**config.mk**
```make
export PLATFORM = sky130hd
export DESIGN_NAME = spectrum_smoother
export DESIGN_NICKNAME = d
export VERILOG_FILES = /design/src/rtl/spectrum_pkg.sv /design/src/rtl/spectrum_smoother_bin_ram.sv /design/src/rtl/spectrum_smoother.sv
export SDC_FILE = /design/constraint.sdc
export NUM_CORES = 2
export LEC_CHECK = 0
export ABC_AREA = 1
export CORE_ASPECT_RATIO = 1.5
export CORE_MARGIN = 2
export CORE_UTILIZATION = 49
export DETAILED_ROUTE_END_ITERATION = 10
export PLACE_DENSITY_LB_ADDON = 0.12
export SYNTH_ARGS = -nofsm -noshare
export SYNTH_HDL_FRONTEND = slang
export SYNTH_SLANG_ARGS = --single-unit
```
**constraint.sdc**
```tcl
create_clock -name clk -period 13.27 [get_ports clk]
set_clock_uncertainty 0.15 [all_clocks]
set_input_delay 1.9905 -clock clk [delete_from_list [all_inputs] [get_ports clk]]
set_output_delay 1.9905 -clock clk [all_outputs]
set_load 0.05 [all_outputs]
```
**src/rtl/spectrum_pkg.sv**
```systemverilog
// +--------------------------------------------------------------------+
// | spectrum_pkg: shared widths, FSM encoding and filter step helper    |
// | Rev 1.0                                                             |
// +--------------------------------------------------------------------+
`default_nettype none

package spectrum_pkg;

  localparam int unsigned DEF_ADDR_W = 8;
  localparam int unsigned DEF_DATA_W = 9;

  typedef enum logic [0:0] {
    ST_SWEEP = 1'b0,
    ST_RUN   = 1'b1
  } state_t;

  // Shifted difference, never smaller than one so the filter always moves toward the target.
  function automatic logic [31:0] min_step(input logic [31:0] diff, input int unsigned shift);
    logic [31:0] s;
    s = diff >> shift;
    return (s == 32'd0) ? 32'd1 : s;
  endfunction

endpackage

`default_nettype wire

```
**src/rtl/spectrum_smoother_bin_ram.sv**
```systemverilog
// +--------------------------------------------------------------------+
// | bin_ram: simple dual-port RAM, registered read, old data on RDW     |
// | Rev 1.0                                                             |
// +--------------------------------------------------------------------+
`default_nettype none

module bin_ram #(
  parameter int unsigned DEPTH = 256,
  parameter int unsigned AW    = 8,
  parameter int unsigned W     = 9
) (
  input  logic          clk,
  input  logic          we,
  input  logic [AW-1:0] waddr,
  input  logic [W-1:0]  wdata,
  input  logic [AW-1:0] raddr,
  output logic [W-1:0]  rdata
);

  logic [W-1:0] mem [DEPTH];

  always_ff @(posedge clk) begin
    if (we) begin
      mem[waddr] <= wdata;
    end
    rdata <= mem[raddr];
  end

endmodule

`default_nettype wire

```
**src/rtl/spectrum_smoother.sv**
```systemverilog
// +--------------------------------------------------------------------+
// | spectrum_smoother: per-bin attack/decay smoothing of FFT magnitudes |
// | Optional peak hold: define SPECTRUM_PEAK_HOLD_EN                    |
// | Rev 1.0                                                             |
// +--------------------------------------------------------------------+
`default_nettype none

module spectrum_smoother
  import spectrum_pkg::*;
#(
  parameter int unsigned NUM_BINS     = 256,
  parameter int unsigned ADDR_W       = DEF_ADDR_W,
  parameter int unsigned DATA_W       = DEF_DATA_W,
  parameter int unsigned ATTACK_SHIFT = 0,
  parameter int unsigned DECAY_SHIFT  = 3,
  parameter int unsigned PEAK_DECAY   = 1
) (
  input  logic              clk,
  input  logic              rst_n,
  input  logic              clear,
  input  logic [ADDR_W-1:0] mag_addr,
  input  logic [DATA_W-1:0] mag_data,
  input  logic              mag_valid,
  output logic [ADDR_W-1:0] out_addr,
  output logic [DATA_W-1:0] out_data,
  output logic              out_valid,
  output logic [DATA_W-1:0] peak_data,
  output logic              frame_done,
  output logic              busy
);

  localparam int unsigned      DW1      = DATA_W + 1;
  localparam logic [ADDR_W-1:0] LAST_BIN = ADDR_W'(NUM_BINS - 1);

  state_t            state, next_state;
  logic [ADDR_W-1:0] sweep_cnt, next_cnt;

  logic              s0_valid;
  logic [ADDR_W-1:0] s0_addr;
  logic [DATA_W-1:0] s0_data;
  logic              accept, fire, fwd;

  logic              hist_we;
  logic [ADDR_W-1:0] hist_waddr;
  logic [DATA_W-1:0] hist_wdata, hist_rdata;

  logic [DATA_W-1:0] old_val, y, peak_next;
  logic [DW1-1:0]    old_x, new_x, diff, step, y_x;

  always_ff @(posedge clk) begin
    if (!rst_n) begin
      state     <= ST_SWEEP;
      sweep_cnt <= '0;
    end else begin
      state     <= next_state;
      sweep_cnt <= next_cnt;
    end
  end

  always_comb begin
    next_state = state;
    next_cnt   = sweep_cnt;
    case (state)
      ST_SWEEP: begin
        if (clear) begin
          next_cnt = '0;
        end else if (sweep_cnt == LAST_BIN) begin
          next_state = ST_RUN;
          next_cnt   = '0;
        end else begin
          next_cnt = sweep_cnt + 1'b1;
        end
      end
      ST_RUN: begin
        if (clear) begin
          next_state = ST_SWEEP;
          next_cnt   = '0;
        end
      end
      default: begin
        next_state = ST_SWEEP;
        next_cnt   = '0;
      end
    endcase
  end

  assign busy   = (state == ST_SWEEP);
  // A clear in RUN kills both the incoming sample and the one in stage 1.
  assign accept = mag_valid && (state == ST_RUN) && !clear;
  assign fire   = s0_valid  && (state == ST_RUN) && !clear;

  always_ff @(posedge clk) begin
    if (!rst_n) begin
      s0_valid <= 1'b0;
      s0_addr  <= '0;
      s0_data  <= '0;
    end else begin
      s0_valid <= accept;
      if (accept) begin
        s0_addr <= mag_addr;
        s0_data <= mag_data;
      end
    end
  end

  assign hist_we    = busy || fire;
  assign hist_waddr = busy ? sweep_cnt : s0_addr;
  assign hist_wdata = busy ? '0 : y;

  bin_ram #(
    .DEPTH (NUM_BINS),
    .AW    (ADDR_W),
    .W     (DATA_W)
  ) u_hist_ram (
    .clk   (clk),
    .we    (hist_we),
    .waddr (hist_waddr),
    .wdata (hist_wdata),
    .raddr (mag_addr),
    .rdata (hist_rdata)
  );

  // The RAM read for a back-to-back repeat of a bin misses the write still in flight.
  assign fwd     = out_valid && (out_addr == s0_addr);
  assign old_val = fwd ? out_data : hist_rdata;

  always_comb begin
    old_x = {1'b0, old_val};
    new_x = {1'b0, s0_data};
    diff  = '0;
    step  = '0;
    y_x   = old_x;
    if (new_x > old_x) begin
      diff = new_x - old_x;
      step = DW1'(min_step(32'(diff), ATTACK_SHIFT));
      y_x  = old_x + step;
    end else if (new_x < old_x) begin
      diff = old_x - new_x;
      step = DW1'(min_step(32'(diff), DECAY_SHIFT));
      y_x  = old_x - step;
    end
  end

  assign y = y_x[DATA_W-1:0];

`ifdef SPECTRUM_PEAK_HOLD_EN
  localparam int unsigned FRAME_W = 16;
  localparam int unsigned PW      = DATA_W + FRAME_W;

  logic [FRAME_W-1:0] frame_cnt, last_tag, old_tag, elapsed;
  logic [PW-1:0]      peak_rdata, peak_wdata;
  logic [DATA_W-1:0]  old_peak, decayed;
  logic [31:0]        dec_amt;

  // Each word carries the frame count at its last write; decay owed is settled on read.
  bin_ram #(
    .DEPTH (NUM_BINS),
    .AW    (ADDR_W),
    .W     (PW)
  ) u_peak_ram (
    .clk   (clk),
    .we    (hist_we),
    .waddr (hist_waddr),
    .wdata (peak_wdata),
    .raddr (mag_addr),
    .rdata (peak_rdata)
  );

  always_comb begin
    old_peak = fwd ? peak_data : peak_rdata[PW-1:FRAME_W];
    old_tag  = fwd ? last_tag  : peak_rdata[FRAME_W-1:0];
    elapsed  = frame_cnt - old_tag;
    dec_amt  = 32'(elapsed) * PEAK_DECAY;
    decayed  = (dec_amt >= 32'(old_peak)) ? '0 : old_peak - DATA_W'(dec_amt);
    peak_next  = (y > decayed) ? y : decayed;
    peak_wdata = busy ? {{DATA_W{1'b0}}, frame_cnt} : {peak_next, frame_cnt};
  end

  always_ff @(posedge clk) begin
    if (!rst_n) begin
      frame_cnt <= '0;
      last_tag  <= '0;
    end else if (fire) begin
      last_tag <= frame_cnt;
      if (s0_addr == LAST_BIN) begin
        frame_cnt <= frame_cnt + 1'b1;
      end
    end
  end
`else
  assign peak_next = '0;
`endif

  always_ff @(posedge clk) begin
    if (!rst_n) begin
      out_valid  <= 1'b0;
      frame_done <= 1'b0;
      out_addr   <= '0;
      out_data   <= '0;
      peak_data  <= '0;
    end else begin
      out_valid  <= fire;
      frame_done <= fire && (s0_addr == LAST_BIN);
      if (fire) begin
        out_addr  <= s0_addr;
        out_data  <= y;
        peak_data <= peak_next;
      end
    end
  end

endmodule

`default_nettype wire

```
# Yosys cells after proc, flatten, opt, wreduce, memory -nomap -nowiden
# Memory sizes are Yosys's and may differ from the RTL's. A register that Yosys moved wholly into a read port is not among the register bits.
# Cells that the tools add are included.
[op_classes] addsub=5 order_cmp=2 eq_ne=4 n_mux=17 bitwise=1 reduce_logical=10
[ops] op="logical NOT 32 bit" count=2
[ops] op="2-to-1 mux 9 bit" count=5
[ops] op="2-to-1 mux 8 bit" count=4
[ops] op="subtractor 9 x 9 -> 10 bit" count=2
[ops] op="== test 8 bit, second input constant" count=2
[ops] op="case mux 8 bit (2 select lines)" count=1
[ops] op="adder 9 bit" count=1
[ops] op="> comparator 9 bit" count=1
[ops] op="< comparator 9 bit" count=1
[ops] op="subtractor 9 x 7 -> 9 bit" count=1
[ops] op="adder 8 x 1 -> 8 bit, second input constant" count=1
[ops] op="== test 8 bit" count=1
[ops] op="2-to-1 mux 7 bit" count=1
[ops] op="logical AND 1 bit" count=6
[ops] op="2-to-1 mux 1 bit" count=5
[ops] op="!= test 2 bit, second input constant" count=1
[ops] op="case mux 1 bit (2 select lines)" count=1
[ops] op="logical NOT 1 bit" count=1
[ops] op="logical OR 1 bit" count=1
[ops] op="NOT 1 bit" count=1
[totals] reg_bits=46 ramBits=2304 in_bits=21 output_inout_bits=29 memories=1
[memory_table] memory="u_hist_ram.mem" words=256 width=9 read_ports=1 rd_ports_with_merged_regs=1 wr=1 line="spectrum_smoother_bin_ram.sv:20" rtl="logic [W-1:0] mem [DEPTH];"

# Depth between registers and ports, before layout
[depth] ltp_word=10 mapped_depth=37 mapped_depth_nobuf=36

# Cells and area by module
# Synthesis repeated with hierarchy kept, for this count alone.
[unflattened] cells_unflattened=8389 hier_area_um2=97284.6
[modules_own_cells] module="bin_ram" n_inst=1 cells_each=7826 area_each_um2=93519.7
[modules_own_cells] module="spectrum_smoother" n_inst=1 cells_each=563 area_each_um2=3764.9

# Worst setup path before layout
# Ideal clock, no wire load.
[synth_timing] path_kind="register to register" startpoint="register out_addr[7]" endpoint="memory u_hist_ram.mem[0][6] (data pin)" setup_time_ns=1.577 t_arrival_ns=11.595 required_time_ns=11.543 slack_ns=-0.052 stages_incl_launch_ff=29 period_less_slack_ns=13.322 cell_sequence="dfxtp_1 inv_1 nand2_1 nand2_1 nor2_2 nand3_2 inv_1 clkbuf_1 nand2_1 o21ai_0 ha_1 nand2_1 o21ai_0 a21oi_1 nor2_1 nor2_1 o21ai_0 xor2_1 nand2_1 o21ai_0 ha_1 fa_1 o21ai_0 a21oi_1 o21bai_1 nor2_1 nor3b_1 a31oi_1 a21oi_1"
[synth_between] elab_chain_len=10
[synth_lines] item="start, declared" line="spectrum_smoother.sv:24" rtl="output logic [ADDR_W-1:0] out_addr,"
[synth_lines] item="start signal, assigned" line="spectrum_smoother.sv:205" rtl="out_addr <= s0_addr;"
[synth_lines] item="== test 8 bit (*)" line="spectrum_smoother.sv:124" rtl="assign fwd = out_valid && (out_addr == s0_addr);"
[synth_lines] item="logical AND 1 bit (*)" line="spectrum_smoother.sv:124"
[synth_lines] item="2-to-1 mux 9 bit (*)" line="spectrum_smoother.sv:125" rtl="assign old_val = fwd ? out_data : hist_rdata;"
[synth_lines] item="subtractor 9 x 9 -> 10 bit" line="spectrum_smoother.sv:138" rtl="diff = old_x - new_x;"
[synth_lines] item="logical NOT 32 bit" line="spectrum_pkg.sv:21" rtl="return (s == 32'd0) ? 32'd1 : s;"
[synth_lines] item="2-to-1 mux 7 bit" line="spectrum_pkg.sv:21"
[synth_lines] item="subtractor 9 x 7 -> 9 bit" line="spectrum_smoother.sv:140" rtl="y_x = old_x - step;"
[synth_lines] item="2-to-1 mux 9 bit" line="spectrum_smoother.sv:137" rtl="end else if (new_x < old_x) begin"
[synth_lines] item="2-to-1 mux 9 bit (*)" line="spectrum_smoother.sv:133" rtl="if (new_x > old_x) begin"
[synth_lines] item="2-to-1 mux 9 bit (*)" line="spectrum_smoother.sv:108" rtl="assign hist_wdata = busy ? '0 : y;"
[synth_lines] item="named net hist_wdata[6]" line="spectrum_smoother.sv:45" rtl="logic [DATA_W-1:0] hist_wdata, hist_rdata;"
[synth_lines] item="end, declared" line="spectrum_smoother_bin_ram.sv:20"
# The timed path passes the listed nets; every way through them passes the cells marked *.

# Worst setup path in the final report
[layout_timing] startpoint="register s0_addr[6]" endpoint="memory u_hist_ram.mem[154][2] (data pin)"
[layout_between] elab_chain_len=10
[layout_lines] item="start, declared" line="spectrum_smoother.sv:39" rtl="logic [ADDR_W-1:0] s0_addr;"
[layout_lines] item="start signal, assigned" line="spectrum_smoother.sv:100" rtl="s0_addr <= mag_addr;"
[layout_lines] item="== test 8 bit (*)" line="spectrum_smoother.sv:124"
[layout_lines] item="logical AND 1 bit (*)" line="spectrum_smoother.sv:124"
[layout_lines] item="2-to-1 mux 9 bit (*)" line="spectrum_smoother.sv:125"
[layout_lines] item="subtractor 9 x 9 -> 10 bit" line="spectrum_smoother.sv:138"
[layout_lines] item="logical NOT 32 bit" line="spectrum_pkg.sv:21"
[layout_lines] item="2-to-1 mux 7 bit" line="spectrum_pkg.sv:21"
[layout_lines] item="subtractor 9 x 7 -> 9 bit" line="spectrum_smoother.sv:140"
[layout_lines] item="2-to-1 mux 9 bit" line="spectrum_smoother.sv:137"
[layout_lines] item="2-to-1 mux 9 bit (*)" line="spectrum_smoother.sv:133"
[layout_lines] item="2-to-1 mux 9 bit (*)" line="spectrum_smoother.sv:108"
[layout_lines] item="named net hist_wdata[2]" line="spectrum_smoother.sv:45"
# Marked as above.

==> results.json <==
{
  "max_stage_delay_ns": 0.79,
  "crit_buf_inv": 4,
  "worstHoldPathType": "flop to flop",
  "cp-end-kind": "flop",
  "crit_fanout": 80,
  "layout_common_cells": "2,304 x edfxtp_1, 1,868 x nor2_1, 1,523 x o21ai_0",
  "grt_setup_unrepaired": "false",
  "peakVddDrop_uv": 110,
  "cts_max_level": 4,
  "antenna_found_initial": 6,
  "ys_async_sr_fraction_pct": 0,
  "yosys_warnings": 0,
  "finalSetupTns_ns": 0,
  "portBuffers": 40,
  "fmax_mhz": 128,
  "place.detailed.hpwl_microns": 158000,
  "grt_pass1_wl_microns": 403000,
  "p_leak_nw": 36.8,
  "mostFrequentLayoutCell": "edfxtp_1",
  "grt_pass1_vias": 59300,
  "start_util_pct": 49.3,
  "cts_sinks": 2359,
  "drt_iter0_drc": 7067,
  "cts_setup_buffers": 0,
  "seq_area_frac_synth_pct": 74.2,
  "boundaryPins": 50,
  "ys.flop_type": "edfxtp_1",
  "finalSetupViolCount": 0,
  "timing.final.crit_share_pct": 59.1,
  "fp.dieH_microns": 543,
  "syn_inst": 7558,
  "period_minus_slack_ns": 7.84,
  "clk_path_buf_depth": 4,
  "drt_pass1_iterations": 7,
  "holdWs_ns": 0.343,
  "finalWirelength_microns": 277000,
  "core_sq_um": 192000,
  "gp_congestion": 0.891,
  "nFillCells": 16100,
  "wl_per_cell_microns": 27.6,
  "cellPowerDensity_nw_per_um2": 147,
  "clk_latency_ns": 0.88,
  "cts_resized": 0,
  "clk_pin_slew_worst_paths_ns": 0.07,
  "cts_tree": "done",
  "syn_area_sq_um": 94800,
  "critPathKind": "flop to flop",
  "cts-root-buf": "clkbuf_16",
  "synth_edf_count": 2304,
  "ys_ff_latch": 2359,
  "cpMaxStageDelayCell": "buf_4",
  "hold_violations": 0,
  "cts_buffers": 222,
  "syn2layout_area_growth_pct": 9.74,
  "synth.distinct_cells": 48,
  "via_per_inst": 6.19,
  "grt_max_degree": 190,
  "cp_top_family": "compound AO/OA/AOI/OAI gates",
  "syn_area_per_cell_sq_um": 12.5,
  "grt_use_total_pct": 27.6,
  "overflow": 0,
  "critPathArrivalTime_ns": 8.21,
  "nets": 7427,
  "maxSlewHeadroom_pct": 6.32,
  "maxCapViolations": 0,
  "status": "finished clean",
  "rows": 197,
  "worst_pin_slew_ns": 1.40,
  "drc": 0,
  "die_area_sq_um": 197000,
  "setup.worst_path.start_class": "flop",
  "fp.dieW_microns": 363,
  "slew_viol_final": 0,
  "worst_ep_required_time_ns": 13.65,
  "drive_gt1_share_pct": 6.40,
  "ant_nets": 0,
  "ctsHoldBuffers": 0,
  "num_vias": 62100
}
Yosys cell counts (2+ instances only):
master    instances  share of area (%)
o211ai_1          4              0.032
xor2_1           14               0.13
dfxtp_1          55                1.2
inv_2            11              0.044
buf_2           108               0.57
nand3_1          29               0.15
a22oi_1           2              0.016
o21bai_1          3              0.024
nor3_1           11              0.058
buf_1             8              0.032
nor2_1         1872                7.4
fa_1              3              0.063
nand2_1         116               0.46
a221oi_1          2              0.018
nor2_2            7              0.046
clkbuf_1        418                1.7
o221ai_1          2              0.018
or2_2             5              0.033
o21ai_0        1523                8.0
a21oi_1          64               0.34
xnor2_1           2              0.018
clkinv_1          3              0.012
nand3_2           7              0.074
ha_1             31               0.41
o21ai_1          26               0.14
inv_1            97               0.38
edfxtp_1       2304                 73
o32ai_1          37               0.34
o22ai_1         735                4.9
buf_4            21               0.17
nand4_1           4              0.026
a211oi_1          2              0.016
nand2_2          17               0.11
power by group:
part | leakage, nW | switching [mW] | internal [mW] | total, mW
clock network | 3.35 | 2.75 | 3.46 | 6.20
logic | 7.88 | 0.737 | 0.284 | 1.02
registers | 25.5 | 0.00807 | 8.05 | 8.06
tightest hold or removal path, delay by kind of cell (launching register included):
kind	cells	cell delay (ns)
AND/OR/NAND/NOR	1	0.07
AO/OA/AOI/OAI	1	0.06
flip-flops	1	0.32
stage by stage:
stage / setup WS (ns) / util [%] / instances / instance area, sq um / power (mW)
2_1_floorplan: 0.315 / - / 7566 / 94800 / 8.86
3_3_place_gp: 5.46 / 50.5 / 9635 / 97100 / 9.24
3_5_place_dp: 5.42 / 50.5 / 9635 / 97100 / 9.24
4_1_cts: 5.44 / 54.1 / 10000 / 104000 / 15.3
5_1_grt: 4.87 / 54.1 / 10000 / 104000 / 15.7
6_report: 5.43 / 54.1 / 10000 / 104000 / 15.3
per-layer routing:
| metal | GRT usage (%) | wire, microns | up-vias |
|---|---|---|---|
| met5 | 0 | 13 | - |
| met2 | 47.3 | 140000 | 2547 |
| met3 | 3.60 | 18600 | 508 |
| met4 | 11.2 | 12300 | 2 |
| li1 | - | - | 27600 |
| met1 | 35.6 | 107000 | 31400 |
layout make-up:
type	instances	area [sq um]	area share [%]
sequential	2359	70300	67.6
multi-input combinational	4539	21900	21.1
clock buffer	274	5790	5.57
tap	2487	3110	2.99
timing repair buffer	139	1350	1.30
clock inverter	122	1090	1.05
inverter	111	442	0.425
antenna	2	5.00	0.00481
state kept, by name, summed over array words and instances, names as in the netlist:
name              cells
s0_addr               8
out_valid             1
sweep_cnt             8
state                 1
out_data              9
out_addr              8
frame_done            1
s0_valid              1
u_hist_ram.rdata      9
u_hist_ram.mem     2304
s0_data               9
path summary, 6_finish.rpt:
kind                            end    startpoint  depth (start not counted)  slack [ns]
min reg2reg            sweep_cnt[7]  sweep_cnt[7]                          2        0.34
max          u_hist_ram.mem[154][2]    s0_addr[6]                         26        5.43
min                    sweep_cnt[7]  sweep_cnt[7]                          2        0.34
max reg2reg  u_hist_ram.mem[154][2]    s0_addr[6]                         26        5.43
kinds of logic (layout without fill, tap and decap cells):
kind of cell	Yosys count	after routing	share of synthesized area [%]
xor+xnor	17	17	0.165
compound gates	2407	2407	13.9
buf+inv	668	646	2.88
flops	2359	2359	74.2
fa+ha+maj	34	34	0.473
simple gates	2072	2072	8.42
other cells	1	11	0.00396
Note: power is estimated with default switching activity, not from simulation.
